==> src/rtl/upht_update_unit.sv <==
// rtl/upht_update_unit.sv - uPHT saturating-counter update unit with 2-entry write queue
module upht_update_unit #(
    parameter int IDX_W    = 6,
    parameter int STAT_W   = 16,
    parameter int WQ_DEPTH = 2
) (
    input  logic              i_clk,
    input  logic              i_rstn,
    input  logic              i_resolve_vld,
    input  logic              i_resolve_taken,
    input  logic [IDX_W-1:0]  i_resolve_idx,
    output logic              o_resolve_rdy,
    output logic              o_satCnt_update,
    input  logic [1:0]        i_RdCnt,
    input  logic              i_SatCnt_Miss,
    output logic              o_pht_wr_vld,
    output logic [IDX_W-1:0]  o_pht_wr_idx,
    output logic [1:0]        o_pht_wr_cnt,
    input  logic              i_pht_wr_rdy,
    output logic              o_mispred,
    output logic [STAT_W-1:0] o_mispred_cnt,
    output logic [STAT_W-1:0] o_miss_cnt
);

    // Queue is a 2-slot shift register: slot 0 is always the head.
    logic [1:0]        occ_q, occ_d;
    logic [IDX_W-1:0]  idx0_q, idx0_d, idx1_q, idx1_d;
    logic [1:0]        cnt0_q, cnt0_d, cnt1_q, cnt1_d;
    logic              mispred_q, mispred_d;
    logic [STAT_W-1:0] mispred_cnt_q, mispred_cnt_d;
    logic [STAT_W-1:0] miss_cnt_q, miss_cnt_d;

    logic       accept;
    logic       wr_pop;
    logic [1:0] base_cnt;
    logic [1:0] new_cnt;

    localparam logic [STAT_W-1:0] STAT_MAX = {STAT_W{1'b1}};
    localparam logic [STAT_W-1:0] STAT_ONE = {{(STAT_W-1){1'b0}}, 1'b1};

    assign o_resolve_rdy   = (32'(occ_q) < WQ_DEPTH);
    assign accept          = i_resolve_vld & o_resolve_rdy;
    assign o_satCnt_update = accept & ~i_SatCnt_Miss;
    assign wr_pop          = (occ_q != 2'd0) & i_pht_wr_rdy;

    assign o_pht_wr_vld  = (occ_q != 2'd0);
    assign o_pht_wr_idx  = idx0_q;
    assign o_pht_wr_cnt  = cnt0_q;
    assign o_mispred     = mispred_q;
    assign o_mispred_cnt = mispred_cnt_q;
    assign o_miss_cnt    = miss_cnt_q;

    // Base counter: youngest queued write to the same index wins, then FIFO/miss default.
    always_comb begin
        base_cnt = i_SatCnt_Miss ? 2'b01 : i_RdCnt;
        if (occ_q == 2'd2 && idx1_q == i_resolve_idx) begin
            base_cnt = cnt1_q;
        end else if (occ_q != 2'd0 && idx0_q == i_resolve_idx) begin
            base_cnt = cnt0_q;
        end
    end

    // Two-bit saturating increment/decrement of the selected base.
    always_comb begin
        new_cnt = base_cnt;
        if (i_resolve_taken) begin
            if (base_cnt != 2'd3) new_cnt = base_cnt + 2'd1;
        end else begin
            if (base_cnt != 2'd0) new_cnt = base_cnt - 2'd1;
        end
    end

    // Write queue next state: pop shifts slot 1 into the head, push lands behind the survivors.
    always_comb begin
        occ_d  = occ_q;
        idx0_d = idx0_q;
        cnt0_d = cnt0_q;
        idx1_d = idx1_q;
        cnt1_d = cnt1_q;
        if (wr_pop) begin
            idx0_d = idx1_q;
            cnt0_d = cnt1_q;
        end
        if (accept) begin
            if ((occ_q == 2'd0) || (occ_q == 2'd1 && wr_pop)) begin
                idx0_d = i_resolve_idx;
                cnt0_d = new_cnt;
            end else begin
                idx1_d = i_resolve_idx;
                cnt1_d = new_cnt;
            end
        end
        case ({accept, wr_pop})
            2'b10:   occ_d = occ_q + 2'd1;
            2'b01:   occ_d = occ_q - 2'd1;
            default: occ_d = occ_q;
        endcase
    end

    // Mispredict is judged against what the FIFO predicted, not against the forwarded value.
    always_comb begin
        mispred_d     = accept & ~i_SatCnt_Miss & (i_RdCnt[1] != i_resolve_taken);
        mispred_cnt_d = mispred_cnt_q;
        miss_cnt_d    = miss_cnt_q;
        if (mispred_d && mispred_cnt_q != STAT_MAX) mispred_cnt_d = mispred_cnt_q + STAT_ONE;
        if (accept && i_SatCnt_Miss && miss_cnt_q != STAT_MAX) miss_cnt_d = miss_cnt_q + STAT_ONE;
    end

    // State registers; reset discards any pending writes and clears statistics.
    always_ff @(posedge i_clk or negedge i_rstn) begin
        if (!i_rstn) begin
            occ_q         <= 2'd0;
            idx0_q        <= '0;
            cnt0_q        <= 2'd0;
            idx1_q        <= '0;
            cnt1_q        <= 2'd0;
            mispred_q     <= 1'b0;
            mispred_cnt_q <= '0;
            miss_cnt_q    <= '0;
        end else begin
            occ_q         <= occ_d;
            idx0_q        <= idx0_d;
            cnt0_q        <= cnt0_d;
            idx1_q        <= idx1_d;
            cnt1_q        <= cnt1_d;
            mispred_q     <= mispred_d;
            mispred_cnt_q <= mispred_cnt_d;
            miss_cnt_q    <= miss_cnt_d;
        end
    end

endmodule
==> config.mk <==
export PLATFORM = sky130hd
export DESIGN_NAME = upht_update_unit
export DESIGN_NICKNAME = d
export VERILOG_FILES = /design/src/rtl/upht_update_unit.sv
export SDC_FILE = /design/constraint.sdc
export NUM_CORES = 1
export LEC_CHECK = 0
export ABC_AREA = 1
export CAP_MARGIN = 20
export CORE_ASPECT_RATIO = 0.6
export CORE_MARGIN = 5
export CORE_UTILIZATION = 35
export DETAILED_ROUTE_END_ITERATION = 12
export HOLD_SLACK_MARGIN = 0.05
export PLACE_DENSITY = 0.66
export REMOVE_ABC_BUFFERS = 1
export SYNTH_ARGS = -nofsm -noshare
export SYNTH_HDL_FRONTEND = slang
export SYNTH_SLANG_ARGS = --single-unit
==> constraint.sdc <==
create_clock -name i_clk -period 2.61 [get_ports i_clk]
set_clock_uncertainty 0.05 [all_clocks]
set_input_delay 0.522 -clock i_clk [delete_from_list [all_inputs] [get_ports i_clk]]
set_output_delay 0.522 -clock i_clk [all_outputs]
set_load 0.02 [all_outputs]
==> out/results.txt, run 1 <==
# diodes: 0
PD cells: 860 nW/um2
Most common cell after layout, fill and taps aside: nand2_1
DR WL/cell: 12.5 um
CP Max Fanout: 4
Total gr overflow: 0
1st-pass router iterations: 5
CTS Buffer Depth: 2
Startpoint Class: input pin
Final cell count without fillers: 520
Nets: 432
CTS buffer count: 5
Post-route setup TNS: 0 ps
Yosys reg bits: 51
Fraction of layout cells with a size suffix above 1: 0.0874
Final Slew Violations: 0
First-pass GRT wire length: 10500 um
Critical path class: input pin to primary output
Core Rows: 25
GR Util met2: 0.183
Later-pin clock latency in the skew report: 280 ps
Initial Util: 0.362
Slew margin rel.: 0.562
Minimum clock period: 2420 ps
Final Power: 3.19 mW
# IOs: 58
CTS clk-pin slew, worst paths: 60 ps
Via/cell ratio: 4.63
Worst-Margin Slew: 657 ps
Via count: 2406
Post-layout util: 0.469
Initial antenna violation count: 0
Worst Path Arrival: 1850 ps
Resize count post-CTS: 0
RePlAce Congestion: 0.858
Max_cap viols: 0
Syn-to-layout area delta: 29.4%
Reg2reg start: o_miss_cnt[0]
Syn avg cell area: 8.19 um2
Register-to-Register Setup Slack: 670 ps
DP Worst Slack: 176 ps
CTS tree: done
Placed cells: 513
Most frequent cells in the layout: 100 x nand2_1, 56 x clkdlybuf4s50_1, 51 x dfrtp_1
Fin crit share: 0.927
Syn Inst Count: 350
Final HPWL DP: 4990 um
Maximum VDD drop: 0.000551 V
Final WL: 6500 um
Gr busiest metal: met1
Clk sinks: 51
RSZ-0062 raised after global routing: no
Die ar.: 10200 um2
Largest net degree at the start of global routing: 52
Synthesized area: 2870 um2
Final Setup Violations: 0
Seq/Total Area, Yosys: 0.445
Residual DRC: 0
Total core area: 7910 um2
Final hold vios: 0
Root Driver: clkbuf_16
Fmax: 413 MHz
CP required: 2040 ps
Die width: 127 um
Worst Reg-to-Reg Cells: 10
Post-synth cell types: 35
Post-route ant nets: 0
PnR worst setup slack: 191 ps
Met3 usage: 0.0319
Die Y: 80.1 um
Hold Path Class: input pin to asynchronous set/reset pin
Iter 0 DRT Violations: 141
Met1 usage: 0.192
CP endpoint kind: primary output
Vias in the first global route: 2138
Overall Global Routing Usage: 0.127
Ys Warns: 0
FF-to-FF End: o_miss_cnt[15]
Lkg Pwr: 1.81 nW
PortBufs: 57
H-tree depth: 2
Hold Buf Count CTS: 0
Outcome: finished, final reports clean
Setup Buffers After CTS: 0
report_power, final:
part	switching (mW)	leakage (nW)	total (mW)	internal (mW)
sequential	0.226	0.648	1.22	0.997
clock	0.272	0.0727	0.646	0.375
combinational	0.743	1.09	1.32	0.576
total	1.24	1.81	3.19	1.95
routing by layer:
metal	wire length (um)	vias up
met4	26	0
li1	-	1231
met3	329	5
met2	2650	64
met5	0	-
met1	3490	1106
flip-flops by register name, indices dropped and copies added, names as in the netlist:
name and count:
o_mispred 1, o_miss_cnt 16, o_pht_wr_cnt 2, o_pht_wr_idx 6, occ_q 2, cnt1_q 2, idx1_q 6, o_mispred_cnt 16
synthesized netlist by cell type (all sizes together):
cell type	number	area share
clkbuf	3	0.0039
and3	1	0.0039
o22ai	2	0.0044
ha	6	0.026
nand3b	2	0.0052
o21ai	19	0.033
a211oi	1	0.0026
dfrtp	51	0.45
clkinv	1	0.0013
mux2	1	0.0039
nor4b	1	0.0052
inv	49	0.064
nand3	20	0.038
nor2	32	0.057
nor3b	2	0.0052
xnor2	13	0.040
buf	1	0.0017
a21oi	4	0.0070
xor2	18	0.055
o211ai	5	0.013
nand4	10	0.029
nor3	4	0.0070
o21bai	1	0.0026
nand2	103	0.14
stage by stage:
| step | instance area (um2) | hold WS [ps] |
|---|---|---|
| floorplan | 2850 | 176 |
| global placement | 3560 | 416 |
| detailed placement | 3560 | 415 |
| CTS | 3710 | 340 |
| global route | 3710 | 371 |
| finish | 3710 | 299 |
worst max-delay path, cell delays in order:
cell             delay, ps
clkdlybuf4s50_1        530
nor2_4                 180
clkdlybuf4s50_1        620
layout make-up:
class                           count  area, um2
Multi-Input combinational cell    245       1390
Sequential cell                    51       1280
Fill cell                         774       4210
Clock buffer                        6        139
Inverter                           50        188
Tap cell                          108        135
Clock inverter                      1       5.00
Timing Repair Buffer               59        581
worst max-delay path by stage:
stage / from / end / slack, ps / depth (start not counted)
3_5_place_dp: i_SatCnt_Miss / o_satCnt_update / 180 / 3
3_3_place_gp: i_SatCnt_Miss / o_satCnt_update / 180 / 3
2_1_floorplan: occ_q[1] / occ_q[1] / 780 / 6
6_report: i_SatCnt_Miss / o_satCnt_update / 190 / 3
5_1_grt: i_SatCnt_Miss / o_satCnt_update / 150 / 3
4_1_cts: i_SatCnt_Miss / o_satCnt_update / 170 / 3
cells by family (layout without fill, tap and decap cells):
group                    count (synthesis)  in the layout  synth area share
AO/OA/AOI/OAI                           32             32            0.0629
buffers and inverters                   54            116            0.0712
multiplexers                             1              1           0.00393
XOR/XNOR                                31             31            0.0948
AND/OR/NAND/NOR                        175            175             0.296
flip-flops                              51             51             0.445
adder cells (fa/ha/maj)                  6              6            0.0262
No activity file was read; power rests on OpenSTA's default activity.
==> run 2, diff against run 1 <==
- GPL_TIMING_DRIVEN: unset -> 0
==> run 2 against run 1 <==
Compared with the run above: sequential share of layout area shrank 0.32 points; clock power increased by 19%; die area did not move; largest power group unchanged; power up 3.6%.
==> out/results.txt, run 2 (synthesized netlist as in run 1, its figures left out) <==
Total core area: 7910 um2 (unchanged)
Worst-Margin Slew: 978 ps (+321 ps)
Final Setup Violations: 0 (unchanged)
Final HPWL DP: 5060 um (+1.3%)
Met1 wire length: 3460 um (-0.86%)
Resize count post-CTS: 0 (unchanged)
Hold Path Class: input pin to asynchronous set/reset pin
RePlAce Congestion: 0.860 (+0.28%)
Most common cell after layout, fill and taps aside: nand2_1
Hold Buf Count CTS: 0 (unchanged)
Final WL: 6630 um (+2.0%)
Reg2reg start: occ_q[0]
Lkg Pwr: 1.82 nW (+0.76%)
Critical Path Most Common Cell: clkdlybuf4s50_1
Root Driver: clkbuf_16
Worst Path Arrival: 1870 ps (+20 ps)
# IOs: 58 (unchanged)
Slowest CP cell: clkdlybuf4s50_1
Max_cap viols: 0 (unchanged)
Post-route ant nets: 0 (unchanged)
DR WL/cell: 12.7 um (+2.0%)
Post-route setup TNS: 0 ps (unchanged)
Met3 WL: 419 um (+27%)
Post-DP Area: 3570 um2 (+0.14%)
CTS Buffer Depth: 2 (unchanged)
Maximum VDD drop: 0.000394 V (-29%)
Fraction of layout cells with a size suffix above 1: 0.0874 (unchanged)
FF-to-FF End: occ_q[1]
Iter 0 DRT Violations: 123 (-13%)
Via/cell ratio: 4.66 (+0.75%)
Die Y: 80.1 um (unchanged)
PortBufs: 57 (unchanged)
1st-pass router iterations: 4 (-1)
Slew margin rel.: 0.345 (-0.216)
Post-layout util: 0.473 (+0.00443)
Fmax: 409 MHz (-1.1%)
# diodes: 0 (unchanged)
Final hold vios: 0 (unchanged)
Initial antenna violation count: 0 (unchanged)
Setup Buffers After CTS: 0 (unchanged)
Max incr delay on CP: 620 ps (about the same)
Crit path buf inv count: 2 (unchanged)
Post-route cell area: 3740 um2 (+0.94%)
Worst Reg-to-Reg Cells: 5 (-5)
Placed cells: 512 (-0.19%)
H-tree depth: 2 (unchanged)
Crit-path cells: clkdlybuf4s50_1 > nor2_4 > clkdlybuf4s50_1
Top Layer Used: met4
RSZ-0062 raised after global routing: no
PD cells: 882 nW/um2 (+2.6%)
Critical path class: input pin to primary output
Die ar.: 10200 um2 (unchanged)
Outcome: finished, final reports clean
Die width: 127 um (unchanged)
Largest net degree at the start of global routing: 28 (-46%)
Largest delay share family, worst path: buffers and inverters
WL met2: 2690 um (+1.3%)
CTS tree: done
Vias in the first global route: 2385 (+12%)
Nets: 431 (-0.23%)
First-pass GRT wire length: 11500 um (+9.7%)
Minimum clock period: 2450 ps (+26.8 ps)
Core Rows: 25 (unchanged)
Clk sinks: 51 (unchanged)
Final cell count without fillers: 520 (unchanged)
Syn-to-layout area delta: 30.7%
Final Slew Violations: 0 (unchanged)
CP endpoint kind: primary output
Register-to-Register Setup Slack: 340 ps (-330 ps)
Most frequent cells in the layout: 100 x nand2_1, 56 x clkdlybuf4s50_1, 51 x dfrtp_1
Total gr overflow: 0 (unchanged)
CP Max Fanout: 4 (unchanged)
CTS buffer count: 5 (unchanged)
Fin crit share: 0.937 (+0.0103)
Residual DRC: 0 (unchanged)
Via count: 2424 (+0.75%)
CTS clk-pin slew, worst paths: 60 ps (about the same)
Startpoint Class: input pin
Later-pin clock latency in the skew report: 290 ps (about the same)
CP required: 2040 ps (about the same)
Initial Util: 0.362 (unchanged)
Overall Global Routing Usage: 0.141 (+0.0140)
## run 2: cell types whose count changed in the layout (fill, tap and decap cells not counted), sizes merged
cell / previous run / this run
bufinv: 0 / 1
buf: 3 / 2
## run 2: final cells by class
type                    count  area (um2)
fillers                   760        4170
multi-input cells         245        1390
repair buffers             58         586
inverters                  50         188
clock inverters             2        35.0
well taps                 108         135
flip-flops and latches     51        1280
clock buffers               6         139
## run 2: worst max-delay path by stage
| stage | startpoint | endpoint | slack, ps | cells past startpoint |
|---|---|---|---|---|
| after global routing | i_SatCnt_Miss | o_satCnt_update | 120 | 3 |
| after CTS | i_SatCnt_Miss | o_satCnt_update | 150 | 3 |
| after floorplan | occ_q[1] | occ_q[1] | 780 | 6 |
| after detailed placement | i_pht_wr_rdy | occ_q[1] | 50 | 5 |
| after global placement | i_rstn | o_miss_cnt[9] | -630 | 1 |
| final | i_SatCnt_Miss | o_satCnt_update | 160 | 3 |
## run 2: where the power goes
group	leakage (nW)	switching [mW]	internal, mW	total, mW
sequential	0.648	0.227	0.996	1.22
clock	0.0868	0.294	0.477	0.771
combinational	1.09	0.736	0.571	1.31
total	1.82	1.26	2.04	3.30
## run 2: worst reg2reg max path, delay by kind of cell (launching register included)
family                   cells  cell delay, ps
AND/OR/NAND/NOR              1             780
buffers and inverters        1              80
flip-flops                   1             400
adder cells (fa/ha/maj)      2             680
AO/OA/AOI/OAI                1             190
## run 2: per-layer routing
layer,track usage,vias to the layer above
met4,0.0343,0
met1,0.200,1128
met3,0.0472,8
li1,-,1227
met5,0,-
met2,0.206,61
## run 2: per-stage QoR
stage,hold WS [ps],power [mW],setup slack (ps)
finish,191,3.30,164
global route,243,3.56,118
CTS,213,3.34,151
detailed placement,415,2.55,48.5
global placement,414,2.51,-629
floorplan,176,2.01,782
